==> src/rtl/mix_columns_pkg.sv <==
// GF(2^8) helpers, coefficient rows and FSM encoding shared by the MixColumns engine.
// Pure declarations: no clocked logic, no handshake.
package mix_columns_pkg;

   typedef enum logic [1:0] {
      IDLE = 2'd0,
      RUN  = 2'd1,
      DONE = 2'd2
   } state_t;

   // Circulant rows: output byte r takes row[(k - r) mod 4] for input byte k.
   localparam logic [0:3][7:0] FWD_ROW = {8'h02, 8'h03, 8'h01, 8'h01};
   localparam logic [0:3][7:0] INV_ROW = {8'h0e, 8'h0b, 8'h0d, 8'h09};

   function automatic logic [7:0] gf_xtime(input logic [7:0] b);
      return {b[6:0], 1'b0} ^ (b[7] ? 8'h1b : 8'h00);
   endfunction

   // Every coefficient fits in four bits, so three doublings cover all terms.
   function automatic logic [7:0] gf_mul(input logic [7:0] b, input logic [3:0] c);
      logic [7:0] x2;
      logic [7:0] x4;
      logic [7:0] x8;
      x2 = gf_xtime(b);
      x4 = gf_xtime(x2);
      x8 = gf_xtime(x4);
      return ({8{c[0]}} & b) ^ ({8{c[1]}} & x2) ^ ({8{c[2]}} & x4) ^ ({8{c[3]}} & x8);
   endfunction

   function automatic logic [0:31] mix_col(input logic [0:31] a, input logic [0:3][7:0] row);
      logic [0:31] r;
      r = '0;
      for (int i = 0; i < 4; i++) begin
         for (int k = 0; k < 4; k++) begin
            r[8*i +: 8] = r[8*i +: 8] ^ gf_mul(a[8*k +: 8], row[2'(k - i)][3:0]);
         end
      end
      return r;
   endfunction

endpackage

==> src/rtl/mix_column_lane.sv <==
// One-column MixColumns / InvMixColumns mixer.
// Latency: combinational, zero cycles.
// Backpressure: none; the owning engine sequences it.
module mix_column_lane
   import mix_columns_pkg::*;
#(
   parameter bit INV_EN = 1'b1
)(
   input  logic [0:31] col,
   input  logic        mode,
   output logic [0:31] mixed
);

   logic [0:31] fwd;

   assign fwd = mix_col(col, FWD_ROW);

   generate
      if (INV_EN) begin : g_inv
         logic [0:31] inv;
         assign inv   = mix_col(col, INV_ROW);
         assign mixed = mode ? inv : fwd;
      end else begin : g_fwd_only
         logic unused_mode;
         assign unused_mode = mode;
         assign mixed       = fwd;
      end
   endgenerate

endmodule

==> src/rtl/mix_columns_engine.sv <==
// Sequential AES MixColumns / InvMixColumns over a 128-bit state, LANES columns per cycle.
// Latency: 4/LANES cycles from accept to out_valid; one block in flight at a time.
// Backpressure: result held in DONE until out_ready; in_ready is low from accept until drained.
module mix_columns_engine
   import mix_columns_pkg::*;
#(
   parameter int LANES  = 4,
   parameter bit INV_EN = 1'b1
)(
   input  logic         clk,
   input  logic         rst,
   input  logic         in_valid,
   output logic         in_ready,
   input  logic         in_mode,
   input  logic [0:127] in_data,
   output logic         out_valid,
   input  logic         out_ready,
   output logic [0:127] out_data,
   output logic         busy
);

   generate
      if (LANES != 1 && LANES != 2 && LANES != 4) begin : g_bad_lanes
         $error("mix_columns_engine: LANES must be 1, 2 or 4");
      end
   endgenerate

   // With LANES = 4 the step wraps to zero, so the counter simply stays at column 0.
   localparam logic [1:0] STEP = 2'(LANES % 4);
   localparam logic [1:0] LAST = 2'(4 - LANES);

   state_t       state_q;
   state_t       state_d;
   logic [1:0]   col_cnt;
   logic [0:127] blk_q;
   logic         mode_q;
   logic         accept;

   logic [1:0]   lane_idx [LANES];
   logic [0:31]  lane_col [LANES];
   logic [0:31]  lane_mix [LANES];

   assign accept = in_valid & in_ready;

   always_ff @(posedge clk or posedge rst) begin
      if (rst) begin
         state_q <= IDLE;
      end else begin
         state_q <= state_d;
      end
   end

   always_comb begin
      state_d = state_q;
      unique case (state_q)
         IDLE:    if (accept) state_d = RUN;
         RUN:     if (col_cnt == LAST) state_d = DONE;
         DONE:    if (out_ready) state_d = IDLE;
         default: state_d = IDLE;
      endcase
   end

   // Handshake outputs decode registered state only; rst keeps in_ready low while asserted.
   always_comb begin
      in_ready  = 1'b0;
      out_valid = 1'b0;
      busy      = 1'b0;
      unique case (state_q)
         IDLE: in_ready = ~rst;
         RUN:  busy     = 1'b1;
         DONE: begin
            out_valid = 1'b1;
            busy      = 1'b1;
         end
         default: ;
      endcase
   end

   assign out_data = blk_q;

   for (genvar l = 0; l < LANES; l++) begin : g_lane
      assign lane_idx[l] = col_cnt + 2'(l);
      assign lane_col[l] = blk_q[{lane_idx[l], 5'd0} +: 32];

      mix_column_lane #(
         .INV_EN (INV_EN)
      ) u_lane (
         .col   (lane_col[l]),
         .mode  (mode_q),
         .mixed (lane_mix[l])
      );
   end

   always_ff @(posedge clk or posedge rst) begin
      if (rst) begin
         col_cnt <= '0;
         blk_q   <= '0;
         mode_q  <= 1'b0;
      end else if (state_q == IDLE) begin
         if (accept) begin
            blk_q   <= in_data;
            mode_q  <= in_mode & INV_EN;
            col_cnt <= '0;
         end
      end else if (state_q == RUN) begin
         for (int l = 0; l < LANES; l++) begin
            blk_q[{lane_idx[l], 5'd0} +: 32] <= lane_mix[l];
         end
         col_cnt <= col_cnt + STEP;
      end
   end

endmodule

==> config.mk <==
export PLATFORM = sky130hd
export DESIGN_NAME = mix_columns_engine
export DESIGN_NICKNAME = d
export VERILOG_FILES = /design/src/rtl/mix_columns_pkg.sv /design/src/rtl/mix_column_lane.sv /design/src/rtl/mix_columns_engine.sv
export SDC_FILE = /design/constraint.sdc
export NUM_CORES = 1
export LEC_CHECK = 0
export ABC_CLOCK_PERIOD_IN_PS = 6000
export CAP_MARGIN = 5
export CORE_ASPECT_RATIO = 1.2
export CORE_MARGIN = 2
export CORE_UTILIZATION = 26
export CTS_BUF_LIST = sky130_fd_sc_hd__clkbuf_2 sky130_fd_sc_hd__clkbuf_4 sky130_fd_sc_hd__clkbuf_8
export CTS_CLUSTER_SIZE = 24
export DETAILED_ROUTE_END_ITERATION = 10
export SYNTH_ARGS = -nofsm -noshare
export SYNTH_HDL_FRONTEND = slang
export SYNTH_HIERARCHICAL = 1
export SYNTH_SLANG_ARGS = --single-unit
==> constraint.sdc <==
create_clock -name clk -period 6 [get_ports clk]
set_input_delay 0.9 -clock clk [delete_from_list [all_inputs] [get_ports clk]]
set_output_delay 0.9 -clock clk [all_outputs]
set_load 0.02 [all_outputs]
## After elaboration in Yosys (flattened, before gate mapping)

Index checks and enable logic that the tools add are counted.

| storage, ports and cells | value |
|---|---|
| register bits after elaboration | 133 |
| output and inout port bits | 131 |
| logic and storage cells | 253 |

| operators by class | value |
|---|---|
| $add $sub $neg | 7 |
| eq/ne operators | 5 |
| shifts and indexed selects | 12 |
| muxes and demuxes | 68 |
| bitwise operators | 150 |
| reductions and logical operators | 7 |

Operators by type and width:

| kind | count |
|---|---|
| bitwise XOR 8 bit | 123 |
| variable shift 129 x 9 -> 128 bit, first input constant | 4 |
| variable part select 128 x 8 -> 129 bit | 4 |
| variable part select 129 x 9 -> 128 bit | 4 |
| bitwise mux 128 bit | 4 |
| two-way mux 128 bit | 3 |
| two-way mux 5 bit | 48 |
| bitwise XOR 8 x 5 -> 8 bit | 21 |
| two-way mux 32 bit | 4 |
| negator 8 -> 9 bit | 4 |
| inverter 7 -> 8 bit | 4 |
| two-way mux 2 bit | 5 |
| != test 2 bit, second input constant | 3 |
| case mux 2 bit (3 select lines) | 1 |
| adder 2 bit, second input constant | 2 |
| logical NOT 2 bit | 2 |
| AND reduction 2 bit | 2 |
| two-way mux 1 bit | 3 |
| AND reduction 3 bit | 1 |
| adder 2 x 1 -> 2 bit, second input constant | 1 |
| == test 2 x 1 -> 1 bit, second input constant | 1 |
| == test 2 bit, second input constant | 1 |
| nonzero test 2 bit | 1 |
| OR reduction 2 bit | 1 |
| 2 further kinds | 2 |

## Depth between registers and ports, before layout

Gate-level depths: netlist (run 1).

| logic depth | value |
|---|---|
| depth in word-level cells | 18 |
| mapped depth | 7 |
| mapped depth without buffers | 6 |

## By module

The synthesis (run 1) kept the hierarchy.

By module, submodules not included:

| module | times used | cells each | area each (µm²) | seq. area each (µm²) |
|---|---|---|---|---|
| mix_column_lane | 4 | 186 | 1920.6 | 0.0 |
| mix_columns_engine | 1 | 446 | 5989.5 | 3278.1 |

## Worst setup path after synthesis (run 1)

Ideal clock, no wire load.

| timing path | value |
|---|---|
| kind | input port to output port |
| start point | input rst |
| end point | output in_ready |
| data arrival time | 1.204 ns |
| data required time | 5.100 ns |
| path slack | 3.896 ns |
| stages | 1 |
| cells stage by stage | nor2b_1 |

| between the ends | value |
|---|---|
| cells in the longest elaborated chain, start to end | 2 |

RTL lines:

| item | line | text |
|---|---|---|
| from (decl) | mix_columns_engine.sv:11 | `input logic rst,` |
| inverter 1 bit | mix_columns_engine.sv:69 | `IDLE: in_ready = ~rst;` |
| two-way mux 1 bit | mix_columns_engine.sv:68 | `unique case (state_q)` |
| to (decl) | mix_columns_engine.sv:13 | `output logic in_ready,` |

Every way passes these cells.

## Worst setup path after layout (run 1)

| timing path | value |
|---|---|
| start point | register state_q[0] |
| end point | register blk_q, in the netlist out_data[40] |

| between the ends | value |
|---|---|
| cells in the longest elaborated chain, start to end | 5 |
| elaborated cells between the ends (all ways) | 8 |

RTL lines:

| item | line | text |
|---|---|---|
| from (decl) | mix_columns_engine.sv:32 | `state_t state_q;` |
| from (signal assigned) | mix_columns_engine.sv:49 | `state_q <= state_d;` |
| logical NOT 2 bit | mix_columns_engine.sv:68, mix_columns_engine.sv:99 |  |
| two-way mux 1 bit | mix_columns_engine.sv:68 |  |
| AND 1 bit | mix_columns_engine.sv:43 | `assign accept = in_valid & in_ready;` |
| != test 2 bit (no source line) | n/a |  |
| AND reduction 2 bit (no source line) | n/a |  |
| to (signal assigned) | mix_columns_engine.sv:101 | `blk_q <= in_data;` |
| to (signal, indexed assignment) | mix_columns_engine.sv:107 | `blk_q[{lane_idx[l], 5'd0} +: 32] <= lane_mix[l];` |
| to (decl) | mix_columns_engine.sv:35 | `logic [0:127] blk_q;` |

Parallel ways exist; a longest one is shown, timed or not.
A chain may end at the register's enable or synchronous reset.

==> results.md, run 1 <==
* dominant cell type by area after synthesis: dfrtp_1
* required arrival time at the worst endpoint: 6460 ps
* cell type group with the largest total delay on the critical path: buffers and inverters
* longest individual stage delay on the worst path: 940 ps
* cell type with the highest occurrence count on the critical path: buf_4
* height of the die: 255 um
* GRT Resource Usage Total: 15.0%
* unrepaired setup endpoints after global routing: false
* HP Class: reg -> reg
* Post-CTS Repair Setup Buffers: 0
* internal reg-to-reg setup slack: 2660 ps
* highest achievable clock rate: 300 MHz
* largest cells by area after synthesis: dfrtp_1 24%, xnor2_1 14%, xnor3_1 12%, o221a_2 11%, xor2_1 9.5%
* outcome: finished clean
* CP Cell Sequence: inv_1, ha_1, nor2b_4, buf_4, nand2b_4, buf_4, o221a_2
* routed length on met1: 17.2 mm
* # setup viols final: 0
* Met2 Routed Length: 21.3 mm
* met3 wirelength from detailed routing: 1.20 mm
* global-route wire length before repair: 61.4 mm
* buffer depth of the longest clock path: 2
* # hold bufs at CTS: 0
* total congestion overflow after global routing: 0
* CTS Root Cell: clkbuf_8
* number of gates given a new drive strength after cts: 0
* peak fanout along the critical path: 86
* CP max-delay cell: nand2b_4
* DRC violation total after the first TritonRoute iteration: 466
* area of the core region: 52300 um2
* headroom to the max-slew limit: 27.1%
* wirelength, routed: 40.5 mm
* number of H-tree branching levels: 4
* number of I/O pins: 264
* clock tree from TritonCTS: built
* final worst-path cycle share: 55.6%
* TritonCTS buffer count: 17
* Crit. End Element: flop
* share of cells above drive strength 1: 15.1%
* Nets: 1482
* DRC violations left: 0
* crit path buf inv count: 3
* Skew-Pair Late Insertion Delay: 530 ps
* drt via density: 4.50
* wire length per cell: 19.6 um
* Port Buffer Count: 263
* final hold viol count: 0
* Crit Path Category: reg -> reg
* portion of the post-synthesis area used by sequential elements: 24.0%
* Placement Rows: 92
* Arr. time, crit path: 3790 ps
* Die Outline Area: 54400 um2
* pin count of the biggest net entering global routing: 87
* Horiz. Die Dim: 213 um
* count of mapped cells out of synthesis: 1190
* gpl congestion: 0.795
* minimum clock period: 3340 ps
* final worst clock skew: 15.3 ps
* kind of launch point of the worst setup path: flop
* count of state elements after synthesis: 131
* Detail Placement HPWL: 29.8 mm
* total of warnings raised by yosys: 6
* CTS Sinks: 131
* layout overhead on the synthesized area: 22.3%
* number of global-route vias before repair: 9786
* netlist area before placement: 13700 um2
* initial antenna violation count: 2
* net count of the mapped netlist: 1326
* area share of the leading cell type in the synthesized netlist: 24.0%
* highest metal layer with signal wires: met4
* Final Max Slew Viols: 0
* setup_tns: 0 ps
* post-synth cell types: 29
* drt pass-1 iters: 4
* count of vias placed by the detailed router: 9300
* clock slew seen by the registers of the worst setup and hold paths: 80 ps
* Post-DRT Antenna Nets: 0
* transition time at the pin with the least slew margin: 1090 ps
* count of max-cap constraint violations: 0
* starting density of the core: 26.2%
* average instance area after synthesis: 11.5 um2
-- cells in the final DEF (no fill, tap or decap), types with 2 or more instances in the layout --
cell / n
xnor2_1: 220
o21ai_0: 2
buf_4: 7
mux2i_1: 28
xnor3_1: 72
diode_2: 2
clkinv_4: 2
o221a_2: 128
nand2_1: 84
clkinv_2: 2
mux2_2: 2
nand2b_1: 133
inv_1: 2
xor2_2: 8
xor3_2: 12
nor2_1: 16
xnor2_2: 4
xor3_1: 40
dfrtp_1: 130
ha_1: 3
a21oi_1: 9
a21oi_2: 8
xor2_1: 148
nor2b_1: 2
inv_6: 3
clkinvlp_4: 4
clkbuf_8: 19
clkdlybuf4s50_1: 263
-- final timing paths --
path | endpoint | cells after the start | startpoint
worst max register to register | out_data[40] | 7 | state_q[0]
worst min register to register | state_q[1] | 1 | state_q[1]
min in group asynchronous | out_data[71] | 2 | rst
worst min-delay path | state_q[1] | 1 | state_q[1]
max in group asynchronous | out_data[24] | 3 | rst
worst max-delay path | out_data[40] | 7 | state_q[0]
-- Yosys cell counts (all sizes together) --
master,count
nand2,84
mux2,2
mux2i,28
buf,84
xnor2,224
a21oi,17
ha,3
nor2b,3
inv,3
xor3,52
xor2,156
nand3b,1
nand2b,134
dfrtp,131
o221a,128
o21ai,2
nor2,16
clkbuf,50
xnor3,72
-- state kept, by name (all words and copies together) (netlist names) --
| register | flops |
|---|---|
| mode_q | 1 |
| out_data | 128 |
| state_q | 2 |
-- layout make-up --
cell class	instances	area [um2]
multi-input combinational	922	9450
timing repair buffer	271	2710
sequential	131	3280
fill	5379	35500
inverter	3	16.3
clock buffer	20	269
antenna	2	5.00
tap	705	882
clock inverter	11	105
-- metal layers --
metal / track usage, % / up-vias
met5: 0 / -
met4: 5.24 / 0
met3: 2.07 / 33
met2: 26.5 / 187
met1: 18.6 / 4729
li1: - / 4351
-- worst reg2reg max path: cells and delay by family, from the launching register on --
kind / cells / cell delay, ps
compound gates: 1 / 320
flops: 1 / 390
buf+inv: 3 / 1220
fa+ha+maj: 1 / 270
simple gates: 2 / 1070
-- through the flow --
stage	hold slack, ps	cell area (um2)	setup WS, ps	utilization (%)	std cells
3_3_place_gp	527	16300	2450	31.3	2032
2_1_floorplan	503	13700	1600	-	1190
6_report	572	16700	2660	32.0	2065
4_1_cts	567	16700	2610	32.0	2063
3_5_place_dp	535	16300	2390	31.3	2032
5_1_grt	607	16700	2460	32.0	2065
-- logic make-up (layout without fill, tap and decap cells) --
group	Yosys count	after routing	share of synthesized area [%]
XOR/XNOR	504	504	46.0
AO/OA/AOI/OAI	147	147	11.5
AND/OR/NAND/NOR	238	238	9.09
flip-flops	131	131	24.0
other	0	2	0
adder cells (fa/ha/maj)	3	3	0.275
buffers and inverters	137	305	6.97
multiplexers	30	30	2.21
Power of run 1 is left out: the tool's default activity adds up to more than one toggle a clock period on the data nets, which glitch-free logic cannot reach.
==> run 2: changes to the inputs <==
ABC_CLOCK_PERIOD_IN_PS = 3300   (was 6000)
clock period = 3.3 ns   (was 6 ns; I/O delays follow)
==> run 2 against run 1 <==
Compared with the run above: worst hold slack lost 88 ps; largest cell class unchanged; highest routed layer unchanged; die area is the same; clock skew grew 2.0 ps; worst setup slack lost 1900 ps; critical endpoint is now in_ready.
==> results.md, run 2 (synthesis results as in run 1) <==
* outcome: finished clean
* count of max-cap constraint violations: 0
* CTS Sinks: 131
* minimum clock period: 2580 ps
* Horiz. Die Dim: 213 um
* DRC violations left: 0
* global-route wire length before repair: 62.0 mm
* final hold viol count: 0
* initial antenna violation count: 1
* CTS Root Cell: clkbuf_8
* height of the die: 255 um
* DRC violation total after the first TritonRoute iteration: 455
* Die Outline Area: 54400 um2
* headroom to the max-slew limit: 47.2%
* transition time at the pin with the least slew margin: 792 ps
* # hold bufs at CTS: 0
* final worst-path cycle share: 78.3%
* drt pass-1 iters: 4
* pin count of the biggest net entering global routing: 129
* Skew-Pair Late Insertion Delay: 520 ps
* max reg flops: 128
* wirelength, routed: 40.5 mm
* setup_tns: 0 ps
* number of global-route vias before repair: 10000
* buffer depth of the longest clock path: 2
* gpl congestion: 0.823
* Post-CTS Repair Setup Buffers: 0
* number of I/O pins: 264
* GRT Resource Usage Total: 15.1%
* Placement Rows: 92
* Detail Placement HPWL: 29.7 mm
* highest achievable clock rate: 387 MHz
* area of the core region: 52300 um2
* HP Class: in -> async
* peak fanout along the critical path: 5
* kind of launch point of the worst setup path: flop
* Arr. time, crit path: 2090 ps
* Crit. End Element: output pin
* # setup viols final: 0
* number of gates given a new drive strength after cts: 0
* clock slew seen by the registers of the worst setup and hold paths: 90 ps
* wire length per cell: 19.5 um
* clock tree from TritonCTS: built
* final worst clock skew: 17.3 ps
* Final Max Slew Viols: 0
* required arrival time at the worst endpoint: 2800 ps
* starting density of the core: 26.2%
* Nets: 1494
* total congestion overflow after global routing: 0
* drt via density: 4.49
* unrepaired setup endpoints after global routing: false
* number of fillers in the final layout: 5370
* number of H-tree branching levels: 4
* Placed Area: 16500 um2
* count of vias placed by the detailed router: 9327
* TritonCTS buffer count: 17
* top library cells by usage in the layout, fill and taps aside: 263 x clkdlybuf4s50_1, 220 x xnor2_1, 148 x xor2_1, 133 x nand2b_1, 130 x dfrtp_1
* Crit Path Category: reg -> out
* share of cells above drive strength 1: 15.8%
* Post-DRT Antenna Nets: 0
* final non-filler cell area: 16900 um2
* most common library cell in the layout ignoring fill and taps: clkdlybuf4s50_1
* layout overhead on the synthesized area: 23.7%
* Port Buffer Count: 263
==> run 2: layout make-up <==
type / instances / area, um2 / share of cell area [%]
clock buffer: 20 / 275 / 1.63
timing repair buffer: 283 / 2880 / 17.0
multi-input combinational: 922 / 9450 / 55.9
inverter: 3 / 15.0 / 0.0888
clock inverter: 10 / 125 / 0.740
antenna: 1 / 2.50 / 0.0148
tap: 705 / 882 / 5.21
sequential: 131 / 3280 / 19.4
==> run 2: metal layers <==
layer	routed length [um]	up-vias	part of all wire [%]	GRT usage [%]
met5	0	-	0	0
met4	787	0	1.9	4.66
li1	-	4380	-	-
met3	1540	37	3.8	2.69
met1	17300	4690	43	18.4
met2	21000	220	52	26.9
==> run 2: worst max-delay path, cell delays in order, from the launching register on <==
cell and delay [ps]:
dfrtp_1 410, inv_1 90, ha_1 290, nor2b_1 170, clkdlybuf4s50_1 620
==> run 2: final timing paths <==
kind	cells after the start	slack (ps)	from	endpoint
worst min register to register	1	550	state_q[1]	state_q[1]
max in group asynchronous	4	1970	rst	out_data[30]
worst max register to register	6	960	state_q[0]	out_data[108]
worst max-delay path	4	720	state_q[0]	in_ready
worst min-delay path	2	480	rst	out_data[69]
min in group clk	1	550	state_q[1]	state_q[1]
==> run 2: metrics by stage <==
step / cells / utilization (%) / setup WS (ps) / hold WS [ps]
after floorplan: 1190 / - / 1180 / 503
after global placement: 2044 / 31.6 / 729 / 524
after detailed placement: 2044 / 31.6 / 718 / 534
after CTS: 2074 / 32.4 / 632 / 445
after global routing: 2075 / 32.4 / 585 / 480
final: 2075 / 32.4 / 718 / 484
Power of run 2 is left out for the same reason.
